--- config.mk ---
export PLATFORM = sky130hd
export DESIGN_NAME = lag_peak_search_flat
export DESIGN_NICKNAME = d
export VERILOG_FILES = /design/src/rtl/lag_peak_search_if.sv /design/src/rtl/lag_peak_search.sv /design/src/flat_wrapper.sv
export SDC_FILE = /design/constraint.sdc
export NUM_CORES = 1
export LEC_CHECK = 0
export CORE_MARGIN = 2
export CORE_UTILIZATION = 40
export DETAILED_ROUTE_END_ITERATION = 6
export GPL_TIMING_DRIVEN = 0
export PLACE_DENSITY = 0.71
export SKIP_LAST_GASP = 1
export SLEW_MARGIN = 5
export SYNTH_ARGS = -nofsm -noshare
export SYNTH_HDL_FRONTEND = slang
export SYNTH_SLANG_ARGS = --single-unit
export TNS_END_PERCENT = 20
--- constraint.sdc ---
create_clock -name clk -period 2.8 [get_ports clk]
set_input_delay 0.56 -clock clk [delete_from_list [all_inputs] [get_ports clk]]
set_output_delay 0.56 -clock clk [all_outputs]
set_load 0.005 [all_outputs]
--- src/rtl/lag_peak_search_if.sv ---
// Correlation sample stream: valid/ready handshake with a start-of-frame marker.
// The source drives valid/sof/data; the sink returns ready.
interface lag_peak_search_if #(
  parameter int DW = 32
);
  logic                 corr_valid;
  logic                 corr_sof;
  logic signed [DW-1:0] corr_data;
  logic                 corr_ready;

  modport master (output corr_valid, corr_sof, corr_data, input corr_ready);
  modport slave  (input corr_valid, corr_sof, corr_data, output corr_ready);
endinterface

--- src/rtl/lag_peak_search.sv ---
// Per-pair argmax over a 2*MAXLAG+1 lag window; lag_diff/lag_valid appear 1 cycle after the last sample.
// Backpressure: corr_ready drops only for the single COMMIT cycle following each complete frame.
module lag_peak_search #(
  parameter int DW     = 32,
  parameter int MAXLAG = 8,
  parameter int NPAIR  = 6
) (
  input  logic                   clk,
  input  logic                   rst_n,
  lag_peak_search_if.slave       corr,
  output logic [NPAIR-1:0][31:0] lag_diff,
  output logic                   lag_valid,
  output logic                   frame_err
);

  localparam int W  = 2 * MAXLAG + 1;
  localparam int IW = $clog2(W);
  localparam int PW = (NPAIR > 1) ? $clog2(NPAIR) : 1;

  localparam logic [1:0] S_IDLE   = 2'd0;
  localparam logic [1:0] S_ACCUM  = 2'd1;
  localparam logic [1:0] S_COMMIT = 2'd2;

  logic [1:0]           state;
  logic [IW-1:0]        lag_cnt;
  logic [PW-1:0]        pair_cnt;
  logic signed [DW-1:0] best_val;
  logic [IW-1:0]        best_idx;
  logic [31:0]          shadow [NPAIR];

  logic                 accept;
  logic                 proc;
  logic                 abort;
  logic [IW-1:0]        eff_lag;
  logic [PW-1:0]        eff_pair;
  logic                 lag_last;
  logic                 frame_last;
  logic                 take;
  logic signed [DW-1:0] nxt_val;
  logic [IW-1:0]        nxt_idx;
  logic [31:0]          peak_lag;

  assign corr.corr_ready = (state != S_COMMIT);

  // A sample carrying sof always restarts at (pair 0, lag 0), whether from IDLE or mid-frame.
  always_comb begin
    accept     = corr.corr_valid && corr.corr_ready;
    proc       = accept && (corr.corr_sof || (state == S_ACCUM));
    abort      = accept && corr.corr_sof && (state == S_ACCUM) &&
                 ((pair_cnt != '0) || (lag_cnt != '0));
    eff_lag    = corr.corr_sof ? '0 : lag_cnt;
    eff_pair   = corr.corr_sof ? '0 : pair_cnt;
    lag_last   = (eff_lag == IW'(W - 1));
    frame_last = lag_last && (eff_pair == PW'(NPAIR - 1));
    take       = (eff_lag == '0) || (corr.corr_data > best_val);
    nxt_val    = take ? corr.corr_data : best_val;
    nxt_idx    = take ? eff_lag : best_idx;
    peak_lag   = 32'(nxt_idx) - 32'(MAXLAG);
  end

  always_ff @(posedge clk or negedge rst_n) begin
    if (!rst_n) begin
      state    <= S_IDLE;
      lag_cnt  <= '0;
      pair_cnt <= '0;
      best_val <= '0;
      best_idx <= '0;
    end else begin
      case (state)
        S_IDLE:   if (proc) state <= frame_last ? S_COMMIT : S_ACCUM;
        S_ACCUM:  if (proc && frame_last) state <= S_COMMIT;
        S_COMMIT: state <= S_IDLE;
        default:  state <= S_IDLE;
      endcase
      if (proc) begin
        best_val <= nxt_val;
        best_idx <= nxt_idx;
        if (lag_last) begin
          lag_cnt  <= '0;
          pair_cnt <= frame_last ? '0 : eff_pair + 1'b1;
        end else begin
          lag_cnt  <= eff_lag + 1'b1;
          pair_cnt <= eff_pair;
        end
      end
    end
  end

  // The last pair's result bypasses shadow so lag_diff is complete in the COMMIT cycle.
  always_ff @(posedge clk or negedge rst_n) begin
    if (!rst_n) begin
      lag_diff  <= '0;
      lag_valid <= 1'b0;
      frame_err <= 1'b0;
      for (int i = 0; i < NPAIR; i++) shadow[i] <= '0;
    end else begin
      lag_valid <= proc && frame_last;
      frame_err <= abort;
      for (int i = 0; i < NPAIR; i++) begin
        if (abort)
          shadow[i] <= '0;
        else if (proc && lag_last && (eff_pair == PW'(i)))
          shadow[i] <= peak_lag;
        if (proc && frame_last)
          lag_diff[i] <= (eff_pair == PW'(i)) ? peak_lag : shadow[i];
      end
    end
  end

endmodule

--- src/flat_wrapper.sv ---
// flat-port wrapper written by rule: the top's interface ports become plain ports
module lag_peak_search_flat 
#(
  parameter int DW     = 32,
  parameter int MAXLAG = 8,
  parameter int NPAIR  = 6
)
  (clk, rst_n, lag_diff, lag_valid, frame_err, corr_corr_valid, corr_corr_sof, corr_corr_data, corr_corr_ready);
  lag_peak_search_if #(.DW(DW)) corr_i ();
  input  logic clk;
  input  logic rst_n;
  output logic [NPAIR-1:0][31:0] lag_diff;
  output logic lag_valid;
  output logic frame_err;
  input wire logic [$bits(corr_i.corr_valid)-1:0] corr_corr_valid;
  input wire logic [$bits(corr_i.corr_sof)-1:0] corr_corr_sof;
  input wire logic [$bits(corr_i.corr_data)-1:0] corr_corr_data;
  output wire logic [$bits(corr_i.corr_ready)-1:0] corr_corr_ready;
  assign corr_i.corr_valid = corr_corr_valid;
  assign corr_i.corr_sof = corr_corr_sof;
  assign corr_i.corr_data = corr_corr_data;
  assign corr_corr_ready = corr_i.corr_ready;
  lag_peak_search #(.DW(DW), .MAXLAG(MAXLAG), .NPAIR(NPAIR)) u_core (.clk(clk), .rst_n(rst_n), .corr(corr_i), .lag_diff(lag_diff), .lag_valid(lag_valid), .frame_err(frame_err));
endmodule
==> impl_metrics.ini <==
[power_and_ir_drop]
p_leak_nw = 5.35
power_mw = 6.47
ir_drop_uv = 564
cellPowerDensity_nw_per_um2 = 563

[floorplan]
row_count = 49
core-area_um2 = 17800
dieArea_um2 = 19200
die_x_um = 139
die_y_um = 139
start_util_pct = 40.6
pin_count = 231

[sta]
slew-limit-headroom_pct = 39.8
whs_ps = 106
finalWorstSetupSlack_ps = -205
fin_crit_sh_pct = 107
drv_slew = 0
tightest_slew_ps = 903
rsz0062_at_grt = yes
hold_viol_final = 0
setup_viol = 61
skew_ps = 10.1
min_period_ps = 3000
fmax_ghz = 0.333

[routing]
wirelength_um = 19200
final_antenna_net_count = 0
post_drt_wl_per_cell_um = 15.0
vias = 6055
drc = 0
vias_per_cell = 4.72
first_iter_violations = 460
drt_first_pass_iters = 5

[synth]
synth-edff-count = 0
yosysTopAreaCellShare_pct = 39.8
yosysTopAreaCell = dfrtp_1
synth-main-ff-cell = dfrtp_1
avgSynthCellArea_um2 = 9.70
synth_seq_cells = 115
yosysMostFrequentCell = buf_4
syn_area_um2 = 7240
yosysSeqAreaShare_pct = 39.8
ys_warn_count = 0
synth_common_cells = buf_4 (156), dfrtp_1 (115), nor2_1 (62)
synth_area_leaders = dfrtp_1 (40%), buf_4 (16%), ha_1 (6.9%)
yosysUniqueCellTypes = 55
synthCells = 746
async_reset_ff_share_pct = 100
syn_nets = 822

[clocking]
cts_tree = built
numCtsBuffers = 17
ctsHtreeMaxLevel = 4
path_clk_slew_ps = 60
clock-sinks = 115
clock_latency_ps = 420
cts_buffer_depth = 2
hold_buffers = 0
clockRootBuffer = clkbuf_16

[hold_path]
hp-class = primary input to asynchronous set/reset pin

[global_routing]
met1_usage_pct = 25.2
busiest_layer = met2
grt_start_max_net_pins = 59
grt_overflow = 0
antenna_found_initial = 1
grt_pass1_wl_um = 30000
grt_usage_pct = 19.1
met2_usage_pct = 31.4
gr-usage-met3_pct = 3.91
grt_pass1_vias = 5803

[worst_setup_path]
cp.required_ps = 3100
critPathMaxStageDelay_ps = 320
r2r_slack_ps = -200
end_kind = register
worstSetupStartpointType = primary input
critPathSlowestCell = mux2_2
path_class = primary input to register
arrival_ps = 3310
cp_num_cells = 14
crit_fanout = 4
path_delay_family = buffers and inverters
cpMostUsedCell = buf_4
r2r_start = u_core.best_val[14]
path_cells = dlygate4sd2_1 -> ha_4 -> nand4_1 -> buf_4 -> buf_4 -> a21oi_1 -> o31a_4 -> nor3_4 -> or2_4 -> buf_6 -> a21oi_4 -> clkbuf_16 -> buf_4 -> mux2_2
rr_worst_depth = 14
crit_start = corr_corr_data[14]
cp_num_buf_inv = 6

[final_layout]
drive_above_1_share_pct = 34.1
syn_to_final_growth_pct = 58.8
nNetsFinal = 1115

[flow_run]
cap_violations = 0

[place]
io_buffers = 229
gp_congestion = 0.763
dp_hpwl_um = 12700

[run_status]
status = finished, violations left
violations = setup timing
## cell usage in the layout, fill, tap and decap left out, types with 4 or more instances in the layout
master           count
nand4_1              9
bufinv_16            5
inv_1               31
mux2_2               7
mux2i_1             13
dfrtp_1            115
nor2b_1             10
clkdlybuf4s50_1    198
dlygate4sd2_1       25
nand2b_1             5
nor3b_1              5
nand2_1             58
a21oi_2              8
buf_12               6
and2_1               4
clkbuf_1            15
nand3_1             16
o21ai_0             20
inv_6                4
or3_1                4
nor3_1               5
buf_4              190
dlymetal6s2s_1       4
nor2_1              59
a21oi_1             29
mux2_4              29
and3_1               4
clkbuf_16           19
buf_6               10
ha_4                22
ha_1                16
clkbuf_2             7
inv_2                9
a211oi_1            20
## layout make-up
class                      count  area, µm²
timing repair buffer         276       2760
inverter                      42        163
clock inverter                12        200
tap                          229        287
antenna                        1       2.50
buffer                       184       1360
fill                        1417       6350
clock buffer                  20        457
sequential                   115       2880
multi-input combinational    403       3390
## worst paths after layout
path                                       to
setup / recovery           u_core.best_idx[0]
hold reg to reg               u_core.state[0]
hold / removal             u_core.best_val[6]
min in group clk           u_core.best_val[0]
setup reg to reg           u_core.best_idx[0]
max in group asynchronous   u_core.lag_cnt[4]
## cells by family after synthesis
family,synth area share (%)
buffers and inverters,20.7
and+or+nand+nor,13.6
DFF,39.8
AOI/OAI and AO/OA,9.97
muxes,8.90
adders and majority gates,6.91
xor gates and xnor gates,0.121
## timing repair
action | 4_1_cts | 5_1_grt
endpoints found under the hold margin | 0 | 0
gates resized for setup | 62 | 62
buffers inserted | 28 | 15
setup endpoints to repair | 96 | 103
pin swaps | 47 | 35
cloned | 1 | 2
## metrics by stage
step	setup TNS (ps)	instances	utilization, %	instance area (µm²)	worst slack [ps]
6_report	-8780	1282	64.4	11500	-205
5_1_grt	-14070	1282	64.4	11500	-283
4_1_cts	-4540	1266	62.2	11100	-99.0
3_5_place_dp	-78190	1205	56.0	9990	-908
3_3_place_gp	-464350	1204	55.8	9960	-3400
2_1_floorplan	-1320	746	-	7380	-45.9
## sequential cells by signal, summed over array words and instances (netlist names)
signal,count
u_core.best_idx,5
u_core.best_val,32
u_core.frame_err,1
u_core.lag_cnt,5
u_core.lag_diff,36
u_core.lag_valid,1
u_core.pair_cnt,3
u_core.shadow,30
u_core.state,2
## routing by layer
metal  part of all wire (%)  vias to the layer above
met3                    5.4                       37
met1                     44                     2864
li1                       -                     2963
met4                    1.9                        0
met2                     49                      191
met5                      0                        -
## where the power goes
part	switching (mW)	total, mW	internal [mW]
Sequential	0.125	1.98	1.86
Clock	0.790	2.42	1.63
Combinational	0.982	2.07	1.08
Power figures use the tool's default switching activity.
